**src/rtl/unpacked_bank_store.sv**
```systemverilog
// Multi-bank storage on a 2-D unpacked array with a registered read port,
// per-bank occupancy counters and a sequential one-entry-per-cycle bank clear.
module unpacked_bank_store #(
   parameter int WIDTH = 8,
   parameter int DEPTH = 8,
   parameter int BANKS = 4,
   localparam int AW = (DEPTH > 2) ? $clog2(DEPTH) : 1,
   localparam int BW = (BANKS > 2) ? $clog2(BANKS) : 1,
   localparam int CW = $clog2(DEPTH + 1)
) (
   input  logic                clk,
   input  logic                rst_n,
   input  logic                wr_en,
   input  logic [BW-1:0]       wr_bank,
   input  logic [AW-1:0]       wr_addr,
   input  logic [WIDTH-1:0]    wr_data,
   output logic                wr_err,
   input  logic                rd_en,
   input  logic [BW-1:0]       rd_bank,
   input  logic [AW-1:0]       rd_addr,
   output logic                rd_valid,
   output logic [WIDTH-1:0]    rd_data,
   output logic                rd_hit,
   output logic                rd_err,
   input  logic                clr_req,
   input  logic [BW-1:0]       clr_bank,
   output logic                busy,
   output logic                clr_done,
   output logic [BANKS*CW-1:0] occ
);

   typedef enum logic {IDLE, CLEAR} state_t;

   localparam logic [BW:0]   BANKS_L = (BW+1)'(BANKS);
   localparam logic [AW:0]   DEPTH_L = (AW+1)'(DEPTH);
   localparam logic [AW-1:0] LAST    = AW'(DEPTH - 1);
   localparam logic [AW-1:0] PENULT  = AW'(DEPTH - 2);

   logic [WIDTH-1:0] mem     [BANKS][DEPTH];
   logic             valid_q [BANKS][DEPTH];
   logic [CW-1:0]    occ_q   [BANKS];

   state_t           state_q;
   logic [BW-1:0]    bank_q;
   logic [AW-1:0]    ptr_q;
   logic             clr_done_q;
   logic             wr_err_q;
   logic             rd_valid_q, rd_hit_q, rd_err_q;
   logic [WIDTH-1:0] rd_data_q;
   logic             rd_hit_d, rd_err_d;
   logic [WIDTH-1:0] rd_data_d;

   logic busy_w, wr_legal, wr_ok, rd_legal, rd_blocked, clr_start;

   assign busy_w     = (state_q == CLEAR);
   assign wr_legal   = ({1'b0, wr_bank} < BANKS_L) && ({1'b0, wr_addr} < DEPTH_L);
   assign wr_ok      = wr_en && wr_legal && !(busy_w && (wr_bank == bank_q));
   assign rd_legal   = ({1'b0, rd_bank} < BANKS_L) && ({1'b0, rd_addr} < DEPTH_L);
   assign rd_blocked = busy_w && (rd_bank == bank_q);
   assign clr_start  = (state_q == IDLE) && clr_req && ({1'b0, clr_bank} < BANKS_L);

   // Write-first forwarding: a same-edge write to the read address wins.
   always_comb begin
      rd_data_d = '0;
      rd_hit_d  = 1'b0;
      rd_err_d  = 1'b0;
      if (!rd_legal) begin
         rd_err_d = 1'b1;
      end else if (!rd_blocked) begin
         if (wr_ok && (wr_bank == rd_bank) && (wr_addr == rd_addr)) begin
            rd_data_d = wr_data;
            rd_hit_d  = 1'b1;
         end else if (valid_q[rd_bank][rd_addr]) begin
            rd_data_d = mem[rd_bank][rd_addr];
            rd_hit_d  = 1'b1;
         end
      end
   end

   always_ff @(posedge clk) begin
      if (wr_ok)  mem[wr_bank][wr_addr] <= wr_data;
      if (busy_w) mem[bank_q][ptr_q]    <= '0;
   end

   always_ff @(posedge clk or negedge rst_n) begin
      if (!rst_n) begin
         for (int b = 0; b < BANKS; b++)
            for (int d = 0; d < DEPTH; d++)
               valid_q[b][d] <= 1'b0;
      end else begin
         if (wr_ok)  valid_q[wr_bank][wr_addr] <= 1'b1;
         if (busy_w) valid_q[bank_q][ptr_q]    <= 1'b0;
      end
   end

   // Counters are zeroed when a clear starts; writes into that bank are blocked until it ends.
   always_ff @(posedge clk or negedge rst_n) begin
      if (!rst_n) begin
         for (int b = 0; b < BANKS; b++) occ_q[b] <= '0;
      end else begin
         for (int b = 0; b < BANKS; b++) begin
            if (clr_start && (clr_bank == BW'(b)))
               occ_q[b] <= '0;
            else if (wr_ok && (wr_bank == BW'(b)) && !valid_q[b][wr_addr])
               occ_q[b] <= occ_q[b] + 1'b1;
         end
      end
   end

   always_ff @(posedge clk or negedge rst_n) begin
      if (!rst_n) begin
         state_q    <= IDLE;
         bank_q     <= '0;
         ptr_q      <= '0;
         clr_done_q <= 1'b0;
      end else begin
         case (state_q)
            IDLE: begin
               clr_done_q <= 1'b0;
               if (clr_start) begin
                  bank_q  <= clr_bank;
                  ptr_q   <= '0;
                  state_q <= CLEAR;
               end
            end
            CLEAR: begin
               clr_done_q <= (ptr_q == PENULT);
               if (ptr_q == LAST) begin
                  ptr_q   <= '0;
                  state_q <= IDLE;
               end else begin
                  ptr_q <= ptr_q + 1'b1;
               end
            end
            default: state_q <= IDLE;
         endcase
      end
   end

   always_ff @(posedge clk or negedge rst_n) begin
      if (!rst_n) begin
         wr_err_q   <= 1'b0;
         rd_valid_q <= 1'b0;
         rd_data_q  <= '0;
         rd_hit_q   <= 1'b0;
         rd_err_q   <= 1'b0;
      end else begin
         wr_err_q   <= wr_en && !wr_ok;
         rd_valid_q <= rd_en;
         if (rd_en) begin
            rd_data_q <= rd_data_d;
            rd_hit_q  <= rd_hit_d;
            rd_err_q  <= rd_err_d;
         end
      end
   end

   always_comb begin
      occ = '0;
      for (int b = 0; b < BANKS; b++) occ[b*CW +: CW] = occ_q[b];
   end

   assign wr_err   = wr_err_q;
   assign rd_valid = rd_valid_q;
   assign rd_data  = rd_data_q;
   assign rd_hit   = rd_hit_q;
   assign rd_err   = rd_err_q;
   assign busy     = busy_w;
   assign clr_done = clr_done_q;

endmodule

```
**config.mk**
```make
export PLATFORM = sky130hd
export DESIGN_NAME = unpacked_bank_store
export DESIGN_NICKNAME = d
export VERILOG_FILES = /design/src/rtl/unpacked_bank_store.sv
export SDC_FILE = /design/constraint.sdc
export NUM_CORES = 1
export LEC_CHECK = 0
export CORE_MARGIN = 3
export CORE_UTILIZATION = 45
export DETAILED_ROUTE_END_ITERATION = 16
export GPL_TIMING_DRIVEN = 0
export SYNTH_ARGS = -nofsm -noshare
export SYNTH_HDL_FRONTEND = slang
export SYNTH_SLANG_ARGS = --single-unit
```
**constraint.sdc**
```tcl
create_clock -name clk -period 2.84 [get_ports clk]
set_input_delay 0.568 -clock clk [delete_from_list [all_inputs] [get_ports clk]]
set_output_delay 0.568 -clock clk [all_outputs]
set_load 0.02 [all_outputs]
```
==> summary.md <==
| Metric | Value |
|---|---|
| Worst EP required | `approximately 3200 ps` |
| Drc violations | `0` |
| Post-Synthesis Cells | `approximately 1500` |
| R2r setup slk | `between 400 and 500 ps` |
| Initial antenna violation count | `0` |
| NumNets Final | `between 1500 and 2000` |
| CORE AREA | `32600 um^2` |
| #FFs+latches synth | `322` |
| FF-to-FF path depth | `4` |
| RSZ-0062 raised after global routing | `no` |
| WP data arrival | `3130 ps` |
| I/O Buffers | `37` |
| Clk_lat worst skew | `~530 ps` |
| Slowest CP cell | `clkdlybuf4s50_1` |
| Vias | `12000` |
| Critical Path Source | `rd_addr[1]` |
| # fillers | `approximately 3000` |
| Final ANT Viol Nets | `0` |
| Endpoint type of the worst setup path | `flop` |
| Tot Pwr | `~0.017 W` |
| Max cap viols | `0` |
| CP Class | `in -> reg` |
| Worst Path Max Fanout | `10` |
| Clock buffer depth | `3` |
| Tcrit/Tclk final | `between 90% and 100%` |
| Number of enable flip-flop cells after synthesis | `0` |
| Die Span X | `around 190 um` |
| Fin. max-slew vios | `0` |
| Antenna cells | `0` |
| PD cells | `1010 nW/um^2` |
| Critical path endpoint | `rd_data[4]$_DFFE_PN0P_` |
| Reg2reg end | `valid_q[26]$_DFF_PN0_` |
| Final WL | `49000 um` |
| DR vias/cell | `5.86` |
| Multi-input logic area | `between 7000 and 8000 um^2` |
| CTS tree | `built` |
| Post-Synthesis Cell Area | `between 10000 and 15000 um^2` |
| Synth area leader | `dfxtp_1` |
| H-Tree Depth | `2` |
| GRT Resource Usage Total | `27.6%` |
| Final Core Density | `52.4%` |
| Peak supply drop | `approximately 0.56 mV` |
| Fin crit period | `approximately 2800 ps` |
| # clock sinks | `approximately 320` |
| Clock transition at path regs | `60 ps` |
| Post-Syn Nets | `roughly 1500` |
| Status | `completed` |
| CTS root buf | `clkbuf_16` |
| Initial DRC count | `1431` |
| Post-synthesis sequential area ratio | `45.5%` |
| Synthesized area per cell | `approximately 10 um^2` |
| Leakage | `slightly below 7 nW` |
| Yosys top cell area share | `about 34%` |
| Ys Warns | `0` |
| Vias in the first global route | `between 10000 and 15000` |
| Final hold vios | `0` |
| Gpl congestion | `approximately 0.97` |
| Row cnt | `between 60 and 70` |
| Post-route clock skew | `approximately 17 ps` |
| Dominant synthesized flop cell | `dfxtp_1` |
| Crit-path most repeated cell | `mux4_2` |
| Die Y | `roughly 190 um` |
| Worst path cell trace | `clkdlybuf4s50_1 > buf_2 > mux4_2 > mux4_2 > nor2b_1 > a311oi_2 > o21ai_1` |
| Top-count cell post-synth | `dfxtp_1` |
| Slew @ Worst Pin | `1090 ps` |
| Ys async rst share | `roughly a fifth` |
| Kind of path behind the tightest hold check | `in -> reg` |
| GR Overflow Total | `0` |
| Inserted Clock Buffers | `37` |
| Reg area | `approximately 6800 um^2` |
| Initial Utilization | `between 40% and 50%` |
| Top cells by area, synth | `dfxtp_1, mux2i_1, dfrtp_1, mux4_2, nor2_1` |
| Layout area overhead | `14.6%` |
| CP startpoint kind | `input port` |
| Max Fclk | `between 0.3 and 0.4 GHz` |
| Global-route wire length before repair | `between 70000 and 80000 um` |
| Unique cell type count in the Yosys netlist | `slightly below 50` |
| Reg2Reg Launch Point | `busy$_DFF_PN0_` |
| Largest net degree at the start of global routing | `between 50 and 60` |
| IO Pins | `between 50 and 60` |
| Die footprint | `35400 um^2` |
| Drt wl/cell | `roughly 24 um` |
| # setup viols final | `0` |
| Total iterations of the first detailed-routing run | `5` |
| Layout cells sized above 1 | `a little over an eighth` |
| Detail Placement HPWL | `35000 um` |
| Critical Path Max Stage Delay | `approximately 600 ps` |
| Setup TNS | `0 ps` |
| Commonest cells post-synth | `dfxtp_1, nor2_1, mux2i_1, nand2_1, a21oi_1` |
| Rel. slew slack | `27.4%` |
-- worst min-delay path by stage --
stage                              endpoint                     from  cells past startpoint  slack (ps)
CTS                 mem[1][63]$_SDFFE_PP0P_               wr_data[7]                      3         400
floorplan             bank_q[0]$_DFFE_PN0P_                    rst_n                      0         270
detailed placement  mem[0][55]$_SDFFE_PP0P_  mem[0][55]$_SDFFE_PP0P_                      2         450
finish              mem[1][63]$_SDFFE_PP0P_               wr_data[7]                      3         430
global route        mem[1][63]$_SDFFE_PP0P_               wr_data[7]                      3         450
global placement    mem[1][45]$_SDFFE_PP0P_  mem[1][45]$_SDFFE_PP0P_                      2         440
-- cell usage in the layout, fill, tap and decap left out, types with 3 or more instances in the layout --
master and n:
o21ai_0 10, and3_1 4, mux4_1 4, o21ai_1 4, inv_1 21, a21oi_1 124
dfrtp_1 66, o22ai_1 8, nand3_1 114, clkbuf_16 39, nor2_4 12, mux2_2 16
mux4_2 69, xor2_1 11, clkinv_2 3, buf_2 35, buf_4 13, mux2i_1 195
clkbuf_8 11, a22oi_1 4, clkdlybuf4s50_1 36, buf_1 21, nor3_1 8, nand4_1 6
dfxtp_1 256, buf_6 3, clkbuf_1 49, or3_1 3, xnor2_1 7, nand2_1 131
a221oi_1 7, nor2b_1 17, nor2_1 248, nand2b_1 7, ha_1 7
-- layer usage --
metal | part of all wire (%) | GRT usage (%) | wire length, um | vias to the layer above
met2 | 45 | 42.8 | 22000 | 573
met3 | 8.0 | 4.15 | 3910 | 111
met5 | 0 | 0 | 0 | -
met1 | 43 | 39.1 | 21100 | 5867
met4 | 4.2 | 10.4 | 2060 | 0
li1 | - | - | - | 5403
-- cell type report --
cell class                      count  area share (%)
Inverter                           21           0.462
Buffer                            109            3.05
Multi-Input combinational cell   1039            44.1
Timing Repair Buffer               39            2.37
Tap cell                          442            3.24
Clock inverter                      5           0.183
Clock buffer                       62            6.86
Sequential cell                   322            39.7
-- report_power, final --
part	switching [W]	internal [W]
clock network	0.00189	0.00281
logic	0.00257	0.00227
registers	0.00127	0.00647
total	0.00573	0.0115
-- state kept, by name (all words and copies together) (netlist names) --
name      count
bank_q        2
busy          1
clr_done      1
mem         256
occ          16
ptr_q         3
rd_data       8
rd_hit        1
rd_valid      1
valid_q      32
wr_err        1
-- worst max-delay path: cells and delay by family --
kind                   cells  cell delay, ps
buffers and inverters      2             900
AO/OA/AOI/OAI              2             490
multiplexers               2            1010
AND/OR/NAND/NOR            1             150
-- cells by family after synthesis --
family | Yosys count | share of synthesized area [%]
and+or+nand+nor | 564 | 17.3
DFF | 322 | 45.5
muxes | 284 | 25.4
AOI/OAI and AO/OA | 165 | 6.11
buffers and inverters | 130 | 4.02
xor gates and xnor gates | 18 | 1.06
adders and majority gates | 7 | 0.587
other | 1 | 0.0252
-- repair_timing --
item,in CTS,in global routing
resized for setup,1,1
setup buffers,0,0
endpoints found under the hold margin,16,0
endpoints found under the setup margin,3,1
gates cloned,0,0
hold buffers,1,0
-- stage by stage --
step | instance area, um^2 | hold WS, ps | std cells | setup WS, ps
global route | 17100 | 451 | 2039 | 18.3
finish | 17100 | 429 | 2039 | 73.0
detailed placement | 15900 | 446 | 1971 | -638
CTS | 17100 | 403 | 2039 | 15.8
global placement | 15800 | 439 | 1970 | -1340
floorplan | 14900 | 272 | 1491 | 526
No activity file was read; power rests on OpenSTA's default activity.
